**src/rtl/dazzler_spi_tx_if.sv**
```systemverilog
// rtl/dazzler_spi_tx_if.sv - frame request, pixel fetch and serial display link of dazzler_spi_tx
// master: the transmitter (drives pix_addr, sclk, vsync, cs, mosi, busy, done)
// slave : frame buffer / display / controller side (drives start, pix_data)
interface dazzler_spi_tx_if;
    logic        start;
    logic [11:0] pix_addr;
    logic [3:0]  pix_data;
    logic        sclk;
    logic        vsync;
    logic        cs;
    logic        mosi;
    logic        busy;
    logic        done;

    modport master (
        input  start, pix_data,
        output pix_addr, sclk, vsync, cs, mosi, busy, done
    );

    modport slave (
        output start, pix_data,
        input  pix_addr, sclk, vsync, cs, mosi, busy, done
    );
endinterface

```
**src/rtl/dazzler_spi_tx.sv**
```systemverilog
// rtl/dazzler_spi_tx.sv - streams a 64x64 RGBI frame buffer to the display over a vsync/cs/sclk/mosi link
// CLK25MHz : single clock, rising edge
// reset    : synchronous, active high
// bus      : master side of dazzler_spi_tx_if
//            start in, pix_addr out / pix_data in (one-cycle read latency),
//            sclk/vsync/cs/mosi out, busy/done status out
module dazzler_spi_tx #(
    parameter int CLK_DIV     = 2,
    parameter int SYNC_PULSES = 2
) (
    input  logic             CLK25MHz,
    input  logic             reset,
    dazzler_spi_tx_if.master bus
);

    typedef enum logic [2:0] {IDLE, SYNC, GUARD, SHIFT, FINISH} state_t;

    state_t      state;
    logic [7:0]  div_cnt;
    logic [3:0]  sync_cnt;
    logic [11:0] pix_cnt;
    logic [1:0]  bit_cnt;
    logic [3:0]  hold;
    logic [3:0]  sr;
    logic [1:0]  fetch_pipe;
    logic        tick;
    logic        rise;
    logic        fall;
    logic [11:0] nxt1;
    logic [11:0] nxt2;

    // Quadrant scan: n[11] picks top/bottom half, n[10] picks left/right half,
    // n[9:5] is the row and n[4:0] the column inside a 32x32 quadrant.
    function automatic logic [11:0] scan_addr(input logic [11:0] n);
        return {n[11], n[9:5], n[10], n[4:0]};
    endfunction

    assign tick = (div_cnt == 8'(CLK_DIV - 1));
    assign rise = tick & ~bus.sclk;
    assign fall = tick & bus.sclk;
    assign nxt1 = pix_cnt + 12'd1;
    assign nxt2 = pix_cnt + 12'd2;

    always_ff @(posedge CLK25MHz) begin
        if (reset) begin
            state      <= IDLE;
            bus.sclk   <= 1'b0;
            bus.cs     <= 1'b1;
            bus.vsync  <= 1'b1;
            bus.mosi   <= 1'b0;
            bus.busy   <= 1'b0;
            bus.done   <= 1'b0;
            bus.pix_addr <= 12'd0;
            div_cnt    <= 8'd0;
            sync_cnt   <= 4'd0;
            pix_cnt    <= 12'd0;
            bit_cnt    <= 2'd0;
            hold       <= 4'd0;
            sr         <= 4'd0;
            fetch_pipe <= 2'b00;
        end else begin
            bus.done <= 1'b0;
            // Stage 0: address issued; stage 1: RAM read; capture on the following edge.
            fetch_pipe <= {fetch_pipe[0], 1'b0};
            if (fetch_pipe[1]) begin
                hold <= bus.pix_data;
            end

            if (state == SYNC || state == GUARD || state == SHIFT) begin
                div_cnt <= tick ? 8'd0 : div_cnt + 8'd1;
                if (tick) begin
                    bus.sclk <= ~bus.sclk;
                end
            end

            // Every data/control change is made on an sclk fall, which leaves a
            // full half-period of setup before the next rise.
            case (state)
                IDLE: begin
                    if (bus.start) begin
                        state     <= SYNC;
                        bus.busy  <= 1'b1;
                        bus.vsync <= 1'b0;
                        bus.cs    <= 1'b1;
                        bus.sclk  <= 1'b0;
                        div_cnt   <= 8'd0;
                        sync_cnt  <= 4'd0;
                    end
                end
                SYNC: begin
                    if (rise) begin
                        sync_cnt <= sync_cnt + 4'd1;
                    end
                    if (fall && sync_cnt == 4'(SYNC_PULSES)) begin
                        state        <= GUARD;
                        bus.vsync    <= 1'b1;
                        pix_cnt      <= 12'd0;
                        bus.pix_addr <= scan_addr(12'd0);
                        fetch_pipe   <= {fetch_pipe[0], 1'b1};
                    end
                end
                GUARD: begin
                    if (fall) begin
                        state        <= SHIFT;
                        bus.cs       <= 1'b0;
                        sr           <= hold;
                        bus.mosi     <= hold[0];
                        bit_cnt      <= 2'd0;
                        bus.pix_addr <= scan_addr(12'd1);
                        fetch_pipe   <= {fetch_pipe[0], 1'b1};
                    end
                end
                SHIFT: begin
                    if (fall) begin
                        if (bit_cnt == 2'd3) begin
                            pix_cnt <= nxt1;
                            if (pix_cnt == 12'hFFF) begin
                                state    <= FINISH;
                                bus.cs   <= 1'b1;
                                bus.mosi <= 1'b0;
                                bus.done <= 1'b1;
                            end else begin
                                sr       <= hold;
                                bus.mosi <= hold[0];
                                bit_cnt  <= 2'd0;
                                // The last pixel needs no look-ahead fetch.
                                if (nxt1 != 12'hFFF) begin
                                    bus.pix_addr <= scan_addr(nxt2);
                                    fetch_pipe   <= {fetch_pipe[0], 1'b1};
                                end
                            end
                        end else begin
                            sr       <= {1'b0, sr[3:1]};
                            bus.mosi <= sr[1];
                            bit_cnt  <= bit_cnt + 2'd1;
                        end
                    end
                end
                FINISH: begin
                    state    <= IDLE;
                    bus.busy <= 1'b0;
                    div_cnt  <= 8'd0;
                end
                default: state <= IDLE;
            endcase
        end
    end

endmodule

```
**src/flat_wrapper.sv**
```systemverilog
// flat-port wrapper written by rule: the top's interface ports become plain ports
module dazzler_spi_tx_flat 
#(
    parameter int CLK_DIV     = 2,
    parameter int SYNC_PULSES = 2
)
  (CLK25MHz, reset, bus_start, bus_pix_data, bus_pix_addr, bus_sclk, bus_vsync, bus_cs, bus_mosi, bus_busy, bus_done);
  dazzler_spi_tx_if bus_i ();
  input  logic CLK25MHz;
  input  logic reset;
  input wire logic [$bits(bus_i.start)-1:0] bus_start;
  input wire logic [$bits(bus_i.pix_data)-1:0] bus_pix_data;
  output wire logic [$bits(bus_i.pix_addr)-1:0] bus_pix_addr;
  output wire logic [$bits(bus_i.sclk)-1:0] bus_sclk;
  output wire logic [$bits(bus_i.vsync)-1:0] bus_vsync;
  output wire logic [$bits(bus_i.cs)-1:0] bus_cs;
  output wire logic [$bits(bus_i.mosi)-1:0] bus_mosi;
  output wire logic [$bits(bus_i.busy)-1:0] bus_busy;
  output wire logic [$bits(bus_i.done)-1:0] bus_done;
  assign bus_i.start = bus_start;
  assign bus_i.pix_data = bus_pix_data;
  assign bus_pix_addr = bus_i.pix_addr;
  assign bus_sclk = bus_i.sclk;
  assign bus_vsync = bus_i.vsync;
  assign bus_cs = bus_i.cs;
  assign bus_mosi = bus_i.mosi;
  assign bus_busy = bus_i.busy;
  assign bus_done = bus_i.done;
  dazzler_spi_tx #(.CLK_DIV(CLK_DIV), .SYNC_PULSES(SYNC_PULSES)) u_core (.CLK25MHz(CLK25MHz), .reset(reset), .bus(bus_i));
endmodule
```
**config.mk**
```make
export PLATFORM = sky130hd
export DESIGN_NAME = dazzler_spi_tx_flat
export DESIGN_NICKNAME = d
export VERILOG_FILES = /design/src/rtl/dazzler_spi_tx_if.sv /design/src/rtl/dazzler_spi_tx.sv /design/src/flat_wrapper.sv
export SDC_FILE = /design/constraint.sdc
export NUM_CORES = 1
export LEC_CHECK = 0
export ABC_AREA = 1
export BUFFER_PORTS_ARGS = -buffer_cell sky130_fd_sc_hd__buf_2
export CORE_UTILIZATION = 54
export CTS_CLUSTER_DIAMETER = 60
export CTS_CLUSTER_SIZE = 40
export DETAILED_ROUTE_END_ITERATION = 8
export PLACE_DENSITY = 0.8
export SYNTH_ARGS = -nofsm -noshare
export SYNTH_HDL_FRONTEND = slang
export SYNTH_SLANG_ARGS = --single-unit
```
**constraint.sdc**
```tcl
create_clock -name CLK25MHz -period 1.75 [get_ports CLK25MHz]
set_input_delay 0.0875 -clock CLK25MHz [delete_from_list [all_inputs] [get_ports CLK25MHz]]
set_output_delay 0.0875 -clock CLK25MHz [all_outputs]
set_load 0.03 [all_outputs]
```
==> results.ini, run 1 <==
[placed_design]
hpwlAfterDp_mm = 5.22
gp_congestion = 0.903
place_area_um2 = 3630
io_buffers = 24
place_inst = 580

[synth]
synth.yosys.seq_area_share = 0.360
yosys.cell_types.count = 36
syn_nets = 470
synth.top_cells.by_area = dfxtp_1 (36%), nand2_1 (14%), nor2_1 (7.8%), inv_1 (6.4%), a21oi_1 (5.5%)
synth_edf_count = 0
synth.cell_area_um2 = 3110
async_flop_share = 0
netlist.area_leader.share = 0.360
postSynthCellCount = 453
yosys_warnings = 0
synth_common_cells = nand2_1 (112), nor2_1 (65), dfxtp_1 (56)
avgSynthCellArea_um2 = 6.87
synth_most_common_cell = nand2_1
yosys_register_bits = 56
netlist.top_cell.by_area = dfxtp_1
ys.flop_type = dfxtp_1

[power_and_ir_drop]
total_power_mw = 4.82
power_leakage_nw = 1.70
vdd_drop_max_mv = 1.03
powerDensity_nw_per_um2 = 1220

[grt]
grt_usage = 0.257
grt_max_degree = 26
antenna_found_initial = 0
grt_pass1_wl_mm = 12.5
grt_pass1_vias = 2981
overflow = 0

[floorplanning]
die-width_um = 77.9
design.die.area_um2 = 6070
ios = 25
num_rows = 27
die_y_um = 77.9
initial_core_util = 0.562
core_um2 = 5540

[route]
drt.antenna.violating_nets = 0
drcViolationCount = 0
post_drt_wl_per_cell_um = 12.7
vias = 3118
vias_per_cell = 5.23
drt-initial-drc-count = 185
drt_wl_total_mm = 7.55
dr.pass1.iters = 5

[timing]
drv_slew = 0
hold_viol = 0
slew_headroom = 0.760
rsz0062_at_grt = yes
tightest_slew_ns = 0.361
setup_tns_ns = -3.32
fin_worst_skew_ns = 0.0186
setup_viol = 31
setup_slack_ns = -0.170
max_freq_ghz = 0.521
layout_min_cycle_time_ns = 1.92
fin_crit_sh = 1.10

[layout]
nets = 540
drive_gt1_frac = 0.296
post-route-cell-area_um2 = 3960
diodes = 0
instances_no_fill = 596
syn2layout_area_growth_pct = 27.3
fin_util = 0.715

[setup_path]
cp_max_fo = 13
critPathCaptureType = flop
worst_setup_path_start_kind = flop
critPathRequiredTime_ns = 1.97
crit_arrival_ns = 2.14
crit_type = flop to flop
r2r_slack_ns = -0.17

[clock_network]
cts_buffers = 5
cts_buffer_depth = 2
cts.clk_slew.worst_paths_ns = 0.10
cts_tree = done
clock-sinks = 56
root_buffer = clkbuf_8
h-tree-depth = 2
clk_latency_ns = 0.32

[outcome]
violations = negative setup slack
outcome = finished with violations

[flow_run]
cap_violations = 0

[hold_path]
hold_class = input port to flop

[layout make-up]
type	instances	area [µm²]
clock inverters	3	21.3
clock buffers	5	68.8
well taps	72	90.1
multi-input cells	328	1860
flip-flops and latches	56	1130
inverters	59	228
repair inverters	1	7.51
repair buffers	72	554
fillers	430	1580
[report_power, final]
part	switching, mW	internal (mW)	total, mW
combinational	1.46	0.969	2.43
clock	0.431	0.285	0.716
sequential	0.153	1.51	1.67
[through the flow]
step	worst slack (ns)	hold slack [ns]
after floorplan	-0.0845	0.222
after global placement	-0.0864	0.310
after detailed placement	-0.145	0.319
after CTS	-0.147	0.00722
after global routing	-0.290	0.0265
final	-0.170	0.00345
[placed cells by master (no fill, tap or decap), types with 4 or more instances in the layout]
master    synthesis  final
clkbuf_8          0      5
o21ai_0          19     17
nand4_1           6      6
a21oi_1          34     32
nand2_4           2      4
nor3_1           11      8
dfxtp_2           0      4
nand3_2           7      9
nand2_1         112    100
inv_1            53     49
nor2_1           65     59
nand3_1          24     22
buf_4             2     38
buf_2             2     24
inv_2             3      6
nor2_2            5      8
dfxtp_1          56     50
nor2_4            8     11
nand2_2           2     12
ha_1             10      6
[cell families (layout without fill, tap and decap cells)]
group	count (synthesis)	count (layout)	share of synthesized area
simple gates	247	247	0.376
buf+inv	69	140	0.0961
compound gates	69	69	0.122
fa+ha+maj	10	10	0.0402
flops	56	56	0.360
xor+xnor	2	2	0.00563
[path summary, 6_finish.rpt]
check	depth (start not counted)	endpoint	startpoint
worst max-delay path	15	u_core.bus.pix_addr[1]$_SDFFE_PP0P_	u_core.div_cnt[1]$_SDFF_PP0_
worst min-delay path	3	u_core.hold[1]$_SDFFE_PP0P_	bus_pix_data[1]
worst max register to register	15	u_core.bus.pix_addr[1]$_SDFFE_PP0P_	u_core.div_cnt[1]$_SDFF_PP0_
worst min register to register	2	u_core.bus.busy$_SDFFE_PP0P_	u_core.bus.busy$_SDFFE_PP0P_
[critical path, cell delays in order (launching register included)]
cell and delay, ns:
dfxtp_2 0.34, inv_2 0.07, ha_4 0.13, nand3_2 0.05, nor2_2 0.10, ha_2 0.20, inv_2 0.06, a21oi_2 0.15
nand2_1 0.10, clkinv_2 0.05, nand2_2 0.05, nor2_4 0.16, buf_12 0.17, nand3_1 0.08, nand2_1 0.06, nor2_1 0.04
[layer usage]
metal	global-route usage	vias up	share of wire
met5	0	-	0
met3	0.0435	17	0.045
li1	-	1590	-
met1	0.276	1420	0.41
met2	0.492	91	0.52
met4	0.107	0	0.024
[registers in the layout, indices dropped and copies added (netlist names)]
| register | flops |
|---|---|
| u_core.sync_cnt | 4 |
| u_core.state | 3 |
| u_core.bus.pix_addr | 12 |
| u_core.bus.busy | 1 |
| u_core.fetch_pipe | 2 |
| u_core.div_cnt | 8 |
| u_core.bit_cnt | 2 |
| u_core.bus.cs | 1 |
| u_core.pix_cnt | 12 |
| u_core.hold | 4 |
| u_core.bus.sclk | 1 |
| u_core.bus.mosi | 1 |
| u_core.sr | 3 |
| u_core.bus.vsync | 1 |
| u_core.bus.done | 1 |
[repair_timing]
item | 4_1_cts | 5_1_grt
resized for setup | 15 | 32
cloned | 1 | 1
pin swaps | 3 | 9
hold buffers | 3 | 0
buffers inserted | 2 | 2
hold endpoints to repair | 3 | 0
endpoints found under the setup margin | 34 | 41
(Power assumes the default switching activity.)
==> inputs of run 2 (changes only) <==
--- a/config.mk
+++ b/config.mk
@@ -11,7 +11,8 @@
 export CTS_CLUSTER_DIAMETER = 60
 export CTS_CLUSTER_SIZE = 40
 export DETAILED_ROUTE_END_ITERATION = 8
-export PLACE_DENSITY = 0.8
+export PLACE_DENSITY = 0.83
+export SKIP_CTS_REPAIR_TIMING = 1
 export SYNTH_ARGS = -nofsm -noshare
 export SYNTH_HDL_FRONTEND = slang
 export SYNTH_SLANG_ARGS = --single-unit
==> results.ini, run 2 (synthesis gave the netlist of run 1 again) <==
[timing]
setup_viol = 17  ; -45%
fin_worst_skew_ns = 0.0172  ; -0.00147 ns
holdWs_ns = -0.00780  ; -0.0112 ns
hold_viol = 1  ; +1
layout_min_cycle_time_ns = 1.97  ; +0.0520 ns
rsz0062_at_grt = yes
fin_crit_sh = 1.13  ; +0.0297
tightest_slew_ns = 0.388  ; +0.0272 ns
drv_slew = 0  ; unchanged
slew_headroom = 0.742  ; -0.0181
max_freq_ghz = 0.507  ; -2.6%
setup_slack_ns = -0.222  ; -0.0520 ns

[route]
drt_wl_total_mm = 7.78  ; +3.0%
vias = 3099  ; -0.61%
drt.antenna.violating_nets = 0  ; unchanged
vias_per_cell = 5.17  ; -1.1%
drcViolationCount = 0  ; unchanged
drt-initial-drc-count = 207  ; +12%
post_drt_wl_per_cell_um = 13.0  ; +2.5%
dr.pass1.iters = 4  ; -1

[floorplanning]
die_y_um = 77.9  ; unchanged
die-width_um = 77.9  ; unchanged
initial_core_util = 0.562  ; unchanged
core_um2 = 5540  ; unchanged
num_rows = 27  ; unchanged
design.die.area_um2 = 6070  ; unchanged
ios = 25  ; unchanged

[setup_path]
crit_chain = inv_2, ha_4, nand3_4, nor2_4, ha_4, inv_2, a21oi_2, nand2_2, clkinv_2, nand2_4, nor2_4, clkbuf_16, nand3_2, nand2_1, nor2_1
cp_num_buf_inv = 4  ; unchanged
critPathRequiredTime_ns = 1.98  ; about the same
cp_slowest_cell = dfxtp_2
crit_type = flop to flop
cpLargestDelayFamily = simple AND/OR/NAND/NOR gates
worst_path_largest_cell_delay_ns = 0.34  ; about the same
reg2regPathDepth = 15  ; unchanged
crit_arrival_ns = 2.20  ; +0.06 ns
cp.depth = 15  ; unchanged
worst_setup_path_start_kind = flop
critPathCaptureType = flop
cp_max_fo = 6  ; -7

[clock_network]
cts_buffer_depth = 2  ; unchanged
root_buffer = clkbuf_8
clk_latency_ns = 0.32  ; about the same
cts.clk_slew.worst_paths_ns = 0.11  ; about the same
cts_tree = done
h-tree-depth = 2  ; unchanged
clock-sinks = 56  ; unchanged
cts_buffers = 5  ; unchanged

[power_and_ir_drop]
clock_power_share = 0.141  ; -0.008
powerDensity_nw_per_um2 = 1290  ; +6.2%
comb_power_share = 0.531  ; +0.026
p_seq_frac = 0.328  ; -0.018
p_switching_mw = 2.14  ; +4.7%
vdd_drop_max_mv = 1.04  ; +0.76%
switching_share = 0.421  ; -0.00469
power_leakage_nw = 1.70  ; about the same
p_int_mw = 2.95  ; +6.7%

[grt]
antenna_found_initial = 0  ; unchanged
grt_max_degree = 26  ; unchanged
grt_usage = 0.254  ; -0.00300
overflow = 0  ; unchanged
grt_pass1_wl_mm = 12.3  ; -1.2%
grt_pass1_vias = 2900  ; -2.7%

[placed_design]
gp_congestion = 0.920  ; +1.9%
post-place-ws_ns = -0.157  ; -0.0120 ns
hpwlAfterDp_mm = 5.21  ; -0.27%
io_buffers = 24  ; unchanged
place_area_um2 = 3620  ; -0.34%

[layout]
top_regs = u_core.bus.pix_addr x12, u_core.pix_cnt x12, u_core.div_cnt x8
final_cell_mix = nand2_1 (106), nor2_1 (62), dfxtp_1 (52), inv_1 (49), buf_4 (44)
fin_util = 0.713  ; -0.00226
fillers = 442  ; +2.8%
post-route-cell-area_um2 = 3950  ; -0.32%
syn2layout_area_growth_pct = 26.9
nets = 543  ; +0.56%
final_common_cell = nand2_1
diodes = 0  ; unchanged
drive_gt1_frac = 0.275  ; -0.0207

[hold_path]
min_path_cells = 3  ; unchanged
hold_class = input port to flop

[outcome]
violations = negative hold slack, negative setup slack
outcome = finished with violations

[flow_run]
cap_violations = 0  ; unchanged

==> run 2: cell count changes in the layout (fill, tap and decap cells not counted), sizes merged <==
cell,delta
dlygate4sd3,-2
clkinvlp,-1
buf,+5
inv,-1
clkbuf,+2
==> run 2: worst register-to-register path: stages, from the launching register on <==
cell       delay (ns)
dfxtp_2          0.34
inv_2            0.07
ha_4             0.14
nand3_4          0.07
nor2_4           0.14
ha_4             0.14
inv_2            0.05
a21oi_2          0.15
nand2_2          0.07
clkinv_2         0.06
nand2_4          0.04
nor2_4           0.21
clkbuf_16        0.20
nand3_2          0.06
nand2_1          0.09
nor2_1           0.04
==> run 2: layer usage <==
metal  track usage  vias to the layer above  share of wire
met2         0.448                       84           0.52
met5             0                        -              0
met4         0.115                        0          0.027
li1              -                     1592              -
met1         0.303                     1401           0.42
met3        0.0400                       22          0.035
==> run 2: area by class of cell <==
type / instances / area [µm²] / area share
clock buffers: 6 / 72.6 / 0.0184
clock inverters: 2 / 16.3 / 0.00412
inverters: 59 / 225 / 0.0570
multi-input cells: 328 / 1830 / 0.464
flip-flops and latches: 56 / 1130 / 0.286
well taps: 72 / 90.1 / 0.0228
repair buffers: 76 / 584 / 0.148
==> run 2: power groups by stage <==
stage | sequential, mW | combinational (mW) | clock, mW
6_report | 1.67 | 2.71 | 0.718
5_1_grt | 1.70 | 2.97 | 0.800
4_1_cts | 1.66 | 2.16 | 0.736
3_5_place_dp | 1.69 | 2.15 | 0
2_1_floorplan | 1.97 | 1.32 | 0
3_3_place_gp | 1.68 | 2.08 | 0
==> run 2: final timing paths <==
check                                    start                              endpoint  slack (ns)
setup / recovery  u_core.div_cnt[1]$_SDFF_PP0_  u_core.bus.pix_addr[11]$_SDFFE_PP0P_       -0.22
hold / removal                 bus_pix_data[0]           u_core.hold[0]$_SDFFE_PP0P_      -0.008
setup reg to reg  u_core.div_cnt[1]$_SDFF_PP0_  u_core.bus.pix_addr[11]$_SDFFE_PP0P_       -0.22
hold reg to reg   u_core.bus.busy$_SDFFE_PP0P_          u_core.bus.busy$_SDFFE_PP0P_        0.47
==> run 2: through the flow <==
stage,power (mW),TNS (ns),instances,hold slack [ns]
2_1_floorplan,3.29,-1.18,453,0.222
3_3_place_gp,3.77,-1.30,580,0.310
3_5_place_dp,3.84,-2.38,580,0.315
4_1_cts,4.56,-2.89,588,-0.0155
5_1_grt,5.47,-5.47,599,0.00614
6_report,5.10,-2.27,599,-0.00780
